`src/rtl/stream_demux_pkt.sv`:
```
// Registered 1-to-N_OUT stream demultiplexer with per-packet locked routing.
// Packets addressed past the last channel are consumed and counted as drops.
module stream_demux_pkt #(
    parameter  int DATA_W = 8,
    parameter  int N_OUT  = 4,
    localparam int SEL_W  = (N_OUT > 2) ? $clog2(N_OUT) : 1
) (
    input  logic                    clk,
    input  logic                    rst,
    input  logic                    s_valid,
    output logic                    s_ready,
    input  logic [DATA_W-1:0]       s_data,
    input  logic                    s_last,
    input  logic [SEL_W-1:0]        sel,
    output logic [N_OUT-1:0]        m_valid,
    input  logic [N_OUT-1:0]        m_ready,
    output logic [N_OUT*DATA_W-1:0] m_data,
    output logic [N_OUT-1:0]        m_last,
    output logic [15:0]             drop_cnt
);

    typedef enum logic [1:0] {IDLE, PASS, DROP} state_t;

    state_t               state;
    logic [SEL_W-1:0]     lock_sel;
    logic [SEL_W-1:0]     target;
    logic [N_OUT-1:0]     free;
    logic [N_OUT-1:0]     match;
    logic [N_OUT-1:0]     wr;
    logic                 hit;
    logic                 accept;

    assign free   = ~m_valid | m_ready;
    assign target = (state == PASS) ? lock_sel : sel;

    // A target with no matching channel (or the DROP state) is always ready.
    always_comb begin
        s_ready = 1'b1;
        match   = '0;
        for (int i = 0; i < N_OUT; i++) begin
            if (state != DROP && target == SEL_W'(i)) begin
                match[i] = 1'b1;
                s_ready  = free[i];
            end
        end
    end

    assign hit    = |match;
    assign accept = s_valid && s_ready;
    assign wr     = accept ? match : '0;

    always_ff @(posedge clk or posedge rst) begin
        if (rst) begin
            state    <= IDLE;
            lock_sel <= '0;
            drop_cnt <= '0;
        end else if (accept) begin
            case (state)
                IDLE: begin
                    if (hit) begin
                        if (!s_last) begin
                            lock_sel <= sel;
                            state    <= PASS;
                        end
                    end else begin
                        if (drop_cnt != 16'hFFFF)
                            drop_cnt <= drop_cnt + 16'd1;
                        if (!s_last)
                            state <= DROP;
                    end
                end
                PASS, DROP: begin
                    if (s_last)
                        state <= IDLE;
                end
                default: state <= IDLE;
            endcase
        end
    end

    // Output registers: a write wins over a drain, so a full register refills on the same edge.
    always_ff @(posedge clk or posedge rst) begin
        if (rst) begin
            m_valid <= '0;
            m_last  <= '0;
            m_data  <= '0;
        end else begin
            for (int i = 0; i < N_OUT; i++) begin
                if (wr[i]) begin
                    m_valid[i]                  <= 1'b1;
                    m_last[i]                   <= s_last;
                    m_data[i*DATA_W +: DATA_W]  <= s_data;
                end else if (m_ready[i]) begin
                    m_valid[i] <= 1'b0;
                end
            end
        end
    end

endmodule
```
`config.mk`:
```
export PLATFORM = sky130hd
export DESIGN_NAME = stream_demux_pkt
export DESIGN_NICKNAME = d
export VERILOG_FILES = /design/src/rtl/stream_demux_pkt.sv
export SDC_FILE = /design/constraint.sdc
export NUM_CORES = 1
export LEC_CHECK = 0
export ABC_AREA = 1
export CAP_MARGIN = 10
export CORE_MARGIN = 2
export CORE_UTILIZATION = 53
export DETAILED_ROUTE_END_ITERATION = 12
export HOLD_SLACK_MARGIN = 0.03
export PLACE_DENSITY = 0.85
export SLEW_MARGIN = 10
export SYNTH_ARGS = -nofsm -noshare
export SYNTH_HDL_FRONTEND = slang
export SYNTH_SLANG_ARGS = --single-unit
```
`constraint.sdc`:
```
create_clock -name clk -period 2.61 [get_ports clk]
set_input_delay 0.3915 -clock clk [delete_from_list [all_inputs] [get_ports clk]]
set_output_delay 0.3915 -clock clk [all_outputs]
set_load 0.005 [all_outputs]
```
=== Word-level counts from Yosys, hierarchy flattened ===
Index checks and enable logic that the tools add are counted.

* Add/subtract/negate cells: 1
* Equality and inequality tests: 9
* Muxes and demuxes: 23
* Bitwise gates (word level): 4
* Reduce and logical (&&, ||, !) cells: 16

{| class="wikitable"
|+ Operators with widths
! kind !! count
|-
| adder 16 x 1 -> 16 bit, second input constant || 1
|-
| two-way mux 1 bit || 16
|-
| != test 16 bit, second input constant || 1
|-
| two-way mux 2 bit || 5
|-
| AND reduction 4 bit || 2
|-
| nonzero test 2 bit || 4
|-
| equality test 2 bit, second input constant || 3
|-
| != test 2 bit, second input constant || 3
|-
| logical AND 1 bit || 5
|-
| equality test 2 x 1 -> 1 bit, second input constant || 2
|-
| zero test 2 bit || 2
|-
| two-way mux 4 bit || 1
|-
| NOT 4 bit || 1
|-
| bitwise OR 4 bit || 1
|-
| case mux 2 bit (2 select lines) || 1
|-
| OR reduction 4 bit || 1
|-
| AND reduction 3 bit || 1
|-
| NOT 1 bit || 2
|-
| OR reduction 2 bit || 1
|}

* Bits in registers: 60
* Input bits: 18
* Output and inout port bits: 57
* Word-level logic and storage cells: 68

=== Logic depth before layout (Yosys ltp) ===
Gate-level depths: netlist of run 1.

* Word-level depth: 11
* Gate-level depth with buffers: 12

=== Worst setup path after synthesis of run 1 ===
OpenSTA, ideal clock, no wires.

* Path kind: register to output
* Start point: reg state[1]
* End point: out s_ready
* Arrival: 1398 ps
* Slack: 821 ps
* Cell stages (with the launch flop): 10
* Path buffers: 1
* Path through: dfrtp_1 -> inv_1 -> ha_1 -> inv_2 -> nand2_1 -> nand2_2 -> nand4_1 -> nand3_2 -> nor2_4 -> buf_2

* Cells in the longest elaborated chain, start to end: 8
* Elaborated cells on any way between the ends: 15
* Those cells by class: eq/ne: 5; mux: 5; reduce/logical: 5

{| class="wikitable"
|+ RTL lines
! what !! line !! text
|-
| start, declared || 24 || <nowiki>state_t state;</nowiki>
|-
| start signal, assigned || 54 || <nowiki>state <= IDLE;</nowiki>
|-
| start signal, assigned || 63 || <nowiki>state <= PASS;</nowiki>
|-
| start signal, assigned || 69 || <nowiki>state <= DROP;</nowiki>
|-
| equality test 2 x 1 -> 1 bit || 34 || <nowiki>assign target = (state == PASS) ? lock_sel : sel;</nowiki>
|-
| two-way mux 2 bit || 34 ||
|-
| zero test 2 bit || 41 || <nowiki>if (state != DROP && target == SEL_W'(i)) begin</nowiki>
|-
| logical AND 1 bit || 41 ||
|-
| two-way mux 1 bit (3 in series) || 41 ||
|-
| two-way mux 1 bit * || 41 ||
|-
| end, declared || 11 || <nowiki>output logic s_ready,</nowiki>
|}

Mark *: on every way between the ends. The rest lies on a longest branch, timed or not.

=== Worst setup path in the final report of run 1 ===
* Start point: reg state[0]
* End point: out s_ready

Same word-level chain as after synthesis.

==> results of run 1 <==
[sequential cells by signal, indices dropped and copies added (netlist names)]
signal and cells:
lock_sel 2, m_valid 4, drop_cnt 16, state 2
m_last 4, m_data 32
[critical path, delay by kind of cell, from the launching register on]
| kind | cells | cell delay [ps] |
|---|---|---|
| fa+ha+maj | 1 | 200 |
| buf+inv | 3 | 700 |
| simple gates | 3 | 430 |
| flops | 1 | 440 |
[kinds of logic (layout without fill, tap and decap cells)]
| family | count (synthesis) | in the layout | synth area share |
|---|---|---|---|
| xor gates and xnor gates | 14 | 14 | 0.03964 |
| DFF | 60 | 60 | 0.4854 |
| and+or+nand+nor | 252 | 252 | 0.3904 |
| buffers and inverters | 34 | 116 | 0.05421 |
| adders and majority gates | 4 | 4 | 0.01618 |
| muxes | 1 | 1 | 0.003236 |
| AOI/OAI and AO/OA | 6 | 6 | 0.01092 |
[Yosys cell counts]
library cell	count
nor3b_1	1
nor2_2	3
inv_1	13
buf_1	1
nand4_2	4
nand4_1	61
dfrtp_1	60
nand2_1	147
ha_1	4
inv_2	3
nand3_2	2
buf_6	4
xor2_1	6
a21oi_2	1
clkinv_1	2
o21ai_1	5
nand3_1	4
nor3_4	2
nor2_1	22
clkbuf_1	5
mux2i_1	1
buf_4	1
xnor2_1	8
nand2_2	5
nor2_4	1
buf_2	5
[area by class of cell]
type	count	area [sq um]	share of cell area
Clock buffer	9	123.9	0.02984
Multi-Input combinational cell	277	1449	0.3490
Sequential cell	60	1501	0.3617
Tap cell	72	90.09	0.02170
Clock inverter	7	98.84	0.02381
Timing Repair Buffer	82	820.8	0.1977
Inverter	18	67.56	0.01627
[worst paths after layout]
| kind | from | to |
|---|---|---|
| min | rst | m_data[3] |
| max in group asynchronous | rst | drop_cnt[13] |
| max reg2reg | drop_cnt[0] | drop_cnt[8] |
| max | state[0] | s_ready |
| min reg2reg | m_data[1] | m_data[1] |
| min in group clk | m_data[1] | m_data[1] |
[routing by layer]
layer  share of wire  track usage  up-vias
li1                -            -     1396
met1            0.40       0.3301     1440
met2            0.50       0.4300      157
met3           0.071      0.05730       18
met4           0.020       0.1203        0
met5               0            0        -
[repair_timing]
item                       in CTS  in global routing
pin swaps                       0                  0
setup endpoints to repair       1                  1
cloned                          0                  0
buffers inserted                0                  1
resized for setup               1                  4
[per-stage QoR]
| stage | instances | instance area, sq um | util | setup slack, ps | setup TNS [ps] |
|---|---|---|---|---|---|
| 2_1_floorplan | 371 | 3093 | - | 733.8 | 0 |
| 3_3_place_gp | 508 | 3896 | 0.6990 | 276.4 | 0 |
| 3_5_place_dp | 508 | 3896 | 0.6990 | 176.1 | 0 |
| 4_1_cts | 524 | 4121 | 0.7394 | 24.06 | 0 |
| 5_1_grt | 525 | 4151 | 0.7448 | -23.84 | -23.84 |
| 6_report | 525 | 4151 | 0.7448 | 83.75 | 0 |
[power by group]
part / internal [mW] / switching [mW] / total (mW)
registers: 1.26 / 0.200 / 1.46
clock network: 0.543 / 0.404 / 0.948
logic: 0.895 / 0.917 / 1.81
total: 2.69 / 1.52 / 4.22
==> reports/qor.csv, run 1 <==
stage;metric;value;unit
run;max-capacitance violation count;0;
critical_path;CP cell instances;inv_1 > ha_4 > inv_1 > nand2_2 > nor3_4 > nor2_4 > clkdlybuf4s50_1;
synthesis;synthesized cell area;3093;sq um
power;Cell Pwr Density;1016;nW/um^2
route;wire per inst;15.59;um
clock_network;Root Driver;clkbuf_8;
final_layout;most common cell after layout, fill and taps aside;nand2_1;
power;Total Power;4.216;mW
critical_path;Worst path most repeated cell;inv_1;
floorplanning;Die Ht;80.39;um
final_layout;FILL cells;417;
final_layout;# diodes;0;
global_routing;initial antenna violation count;0;
route;via count;3011;
synthesis;Yosys reg bits;60;
clock_network;CTS Buf Count;9;
synthesis;area leader, netlist;dfrtp_1;
global_routing;vias in the first global route;2776;
floorplanning;Initial Utilization;0.5549;
final_layout;commonest non-fill, non-tap cells in the layout;nand2_1 (147), clkdlybuf4s50_1 (73), nand4_1 (61);
synthesis;Distinct cells, synth;26;
clock_network;Hold Buf Count CTS;0;
timing;final hold vios;0;
route;vias per cell;5.735;
clock_network;H-tree levels;3;
power;VDD IR max;0.6254;mV
synthesis;syn_area_per_cell;8.337;sq um
timing;Rel. slew slack;0.5056;
critical_path;FF-to-FF path depth;9;
route;Routed Antenna Nets;0;
critical_path;CP startpoint kind;flop;
timing;clock skew;12.91;ps
critical_path;Worst path max stage delay;440;ps
clock_network;worst-case clock buffer depth;2;
timing;Tcrit/Tclk final;0.9679;
synthesis;Yosys top cell area share;0.4854;
route;DRC;0;
global_routing;largest net degree at the start of global routing;61;
synthesis;register area share after synthesis;0.4854;
clock_network;clock sink count;60;
critical_path;CP max stage cell;dfrtp_1;
floorplanning;core region area;5574;sq um
floorplanning;DIE AREA;6463;sq um
floorplanning;site row count;27;
final_layout;layout cells sized above 1;0.1104;
synthesis;Post-Synthesis Cells;371;
final_layout;Layout area overhead;34.22;%
global_routing;GRT Resource Usage Total;0.2619;
synthesis;Area contributors post-synth;dfrtp_1 (49%), nand2_1 (18%), nand4_1 (12%);
timing;Worst Tran Pin Value;741.6;ps
critical_path;Critical Path AT;2130;ps
placement;I/O Buffers;74;
final_layout;nets;470;
status;status;complete, no violations;
clock_network;clk_lat worst skew;350;ps
timing;Hold WS;401.4;ps
clock_network;clk slew on worst S/H paths;70;ps
critical_path;top fanout value on the critical path;5;
hold_path;type of the tightest min-delay check;primary input to async pin;
floorplanning;io pins;75;
critical_path;r2r setup slk;260;ps
timing;max-slew violation count;0;
placement;Detailed Place HPWL;5.490;mm
critical_path;Crit Path Class;flop to output port;
timing;final-report setup violation count;0;
route;DRT iter0 DRCs;312;
critical_path;Critical Path RT;2220;ps
critical_path;Critical Path End Type;output port;
global_routing;grt ovf;0;
timing;min cycle time layout;2526;ps
clock_network;CTS tree;built;
synthesis;syn nets;393;
timing;Max Freq;395.8;MHz
route;final wirelength;8.187;mm
placement;gp weighted congestion;0.8543;
synthesis;Yosys Warn Count;0;
power;Pleak;1.979;nW
floorplanning;Die Width;80.39;um
global_routing;first-pass GRT wire length;12.83;mm
route;drt pass-1 iters;6;
(Power assumes the default switching activity.)
==> inputs of run 2 (changes only) <==
Settings changed: MAX_ROUTING_LAYER set to met4, TNS_END_PERCENT set to 5.
==> run 2 against run 1 <==
  * Sequential power hardly changed
  * Fmax is 0.24% higher
  * Cell area stayed put
  * Die area stayed put
  * Combinational power hardly changed
  * Power hardly changed
  * Non-clock buffer count stayed put
  * Routed wire length is 0.15% lower
  * Clock power hardly changed
  * Count of clock-buffer cells in the layout stayed put
==> reports/qor.csv, run 2 (synthesis results as in run 1) <==
stage;metric;value;unit;change
power;VDD IR max;0.6255;mV;about the same
floorplanning;Die Width;80.39;um;unchanged
global_routing;vias in the first global route;2773;;-0.11%
run;max-capacitance violation count;0;;unchanged
hold_path;type of the tightest min-delay check;primary input to async pin;;
floorplanning;site row count;27;;unchanged
timing;Rel. slew slack;0.4955;;-0.01009
clock_network;CTS tree;built;;
timing;Worst Tran Pin Value;756.8;ps;+15.13 ps
global_routing;grt ovf;0;;unchanged
timing;Tcrit/Tclk final;0.9656;;-0.002330
final_layout;Largest register FFs;32;;unchanged
final_layout;Top Registers;m_data x32, drop_cnt x16;;
clock_network;CTS Buf Count;9;;unchanged
critical_path;r2r startpoint;drop_cnt[0];;
route;via count;2984;;-0.90%
final_layout;most common cell after layout, fill and taps aside;nand2_1;;
route;Routed Antenna Nets;0;;unchanged
critical_path;Critical Path AT;2130;ps;about the same
critical_path;CP max stage cell;dfrtp_1;;
clock_network;worst-case clock buffer depth;2;;unchanged
final_layout;commonest non-fill, non-tap cells in the layout;nand2_1 (147), clkdlybuf4s50_1 (73), nand4_1 (61);;
power;Pleak;1.979;nW;unchanged
final_layout;layout cells sized above 1;0.1104;;unchanged
timing;final hold vios;0;;unchanged
route;final wirelength;8.175;mm;-0.15%
floorplanning;io pins;75;;unchanged
final_layout;# diodes;0;;unchanged
critical_path;CP startpoint kind;flop;;
clock_network;clock sink count;60;;unchanged
critical_path;r2r setup slk;240;ps;-20 ps
final_layout;Layout area overhead;34.22;%;unchanged
floorplanning;core region area;5574;sq um;unchanged
critical_path;CP bufs+invs;3;;unchanged
floorplanning;Die Ht;80.39;um;unchanged
timing;Setup TNS Final;0;ps;unchanged
timing;setup slack after layout;89.83;ps;+6.081 ps
critical_path;Critical Path End Type;output port;;
timing;max-slew violation count;0;;unchanged
global_routing;largest net degree at the start of global routing;61;;unchanged
critical_path;top fanout value on the critical path;5;;unchanged
critical_path;CP cell instances;inv_1 > ha_4 > inv_1 > nand2_2 > nor3_4 > nor2_4 > clkdlybuf4s50_1;;
clock_network;clk slew on worst S/H paths;70;ps;about the same
power;Total Power;4.216;mW;about the same
critical_path;Crit Path Class;flop to output port;;
placement;Detailed Place HPWL;5.490;mm;unchanged
floorplanning;DIE AREA;6463;sq um;unchanged
clock_network;Root Driver;clkbuf_8;;
placement;I/O Buffers;74;;unchanged
route;wire per inst;15.57;um;-0.15%
final_layout;final design utilization;0.7448;;unchanged
critical_path;CP delay by family, top;buffers and inverters;;
global_routing;initial antenna violation count;0;;unchanged
clock_network;Hold Buf Count CTS;0;;unchanged
final_layout;fin cells;525;;unchanged
route;vias per cell;5.684;;-0.90%
timing;min cycle time layout;2520;ps;-6.081 ps
timing;clock skew;13.19;ps;+0.2847 ps
critical_path;Worst path max stage delay;440;ps;about the same
placement;worst slack, placed;176.1;ps;unchanged
critical_path;Critical Path RT;2220;ps;about the same
route;DRC;0;;unchanged
critical_path;R2R Path End;drop_cnt[8];;
clock_network;clk_lat worst skew;350;ps;about the same
route;DRT iter0 DRCs;271;;-13%
floorplanning;Initial Utilization;0.5549;;unchanged
placement;gp weighted congestion;0.8680;;+1.6%
final_layout;Largest Register;m_data;;
global_routing;first-pass GRT wire length;12.81;mm;-0.16%
power;Cell Pwr Density;1016;nW/um^2;about the same
critical_path;FF-to-FF path depth;9;;unchanged
final_layout;nets;470;;unchanged
critical_path;Worst path most repeated cell;inv_1;;
placement;placed cells;508;;unchanged
timing;final-report setup violation count;0;;unchanged
timing;Max Freq;396.8;MHz;+0.24%
route;drt pass-1 iters;5;;-1
global_routing;GRT Resource Usage Total;0.2685;;+0.006640
clock_network;H-tree levels;3;;unchanged
status;status;complete, no violations;;
[run 2: cell type report]
class / count / area (sq um)
Inverter: 18 / 67.56
Multi-Input combinational cell: 277 / 1449
Clock inverter: 7 / 98.84
Timing Repair Buffer: 82 / 820.8
Tap cell: 72 / 90.09
Fill cell: 417 / 1423
Clock buffer: 9 / 123.9
Sequential cell: 60 / 1501
[run 2: what timing repair did]
| item | in CTS | in global routing |
|---|---|---|
| cloned | 0 | 0 |
| setup buffers | 0 | 1 |
| setup endpoints to repair | 1 | 1 |
| resized for setup | 1 | 4 |
[run 2: how the worst max path moves through the flow]
| stage | start | end | cells past startpoint |
|---|---|---|---|
| floorplan | rst | drop_cnt[0] | 1 |
| global placement | sel[1] | s_ready | 8 |
| detailed placement | sel[1] | drop_cnt[8] | 11 |
| CTS | state[1] | s_ready | 9 |
| global route | state[1] | s_ready | 9 |
| finish | state[0] | s_ready | 7 |
[run 2: per-layer routing]
layer | track usage | part of all wire | vias to the layer above
met5 | - | 0 | -
met4 | 0.1203 | 0.019 | 0
met3 | 0.05618 | 0.069 | 16
met2 | 0.4300 | 0.50 | 144
met1 | 0.3294 | 0.41 | 1429
li1 | - | - | 1395
[run 2: report_power, final]
| group | total, mW | internal [mW] | switching, mW |
|---|---|---|---|
| clock network | 0.949 | 0.543 | 0.405 |
| logic | 1.81 | 0.895 | 0.918 |
| registers | 1.45 | 1.26 | 0.200 |
| total | 4.22 | 2.69 | 1.52 |
[run 2: stage by stage]
| stage | hold slack, ps | cell area, sq um |
|---|---|---|
| finish | 406.4 | 4151 |
| global placement | 464.8 | 3896 |
| CTS | 423.8 | 4121 |
| detailed placement | 467.7 | 3896 |
| global route | 435.3 | 4151 |
| floorplan | 470.9 | 3093 |
[run 2: worst reg2reg max path: stages, from the launching register on]
cell and delay (ps):
dfrtp_1 440, ha_1 260, inv_1 70, nor2_2 60, nand3_1 120, nor2_1 60, a21oi_2 610, nand3_2 410
nand2_1 180, nand2_1 60
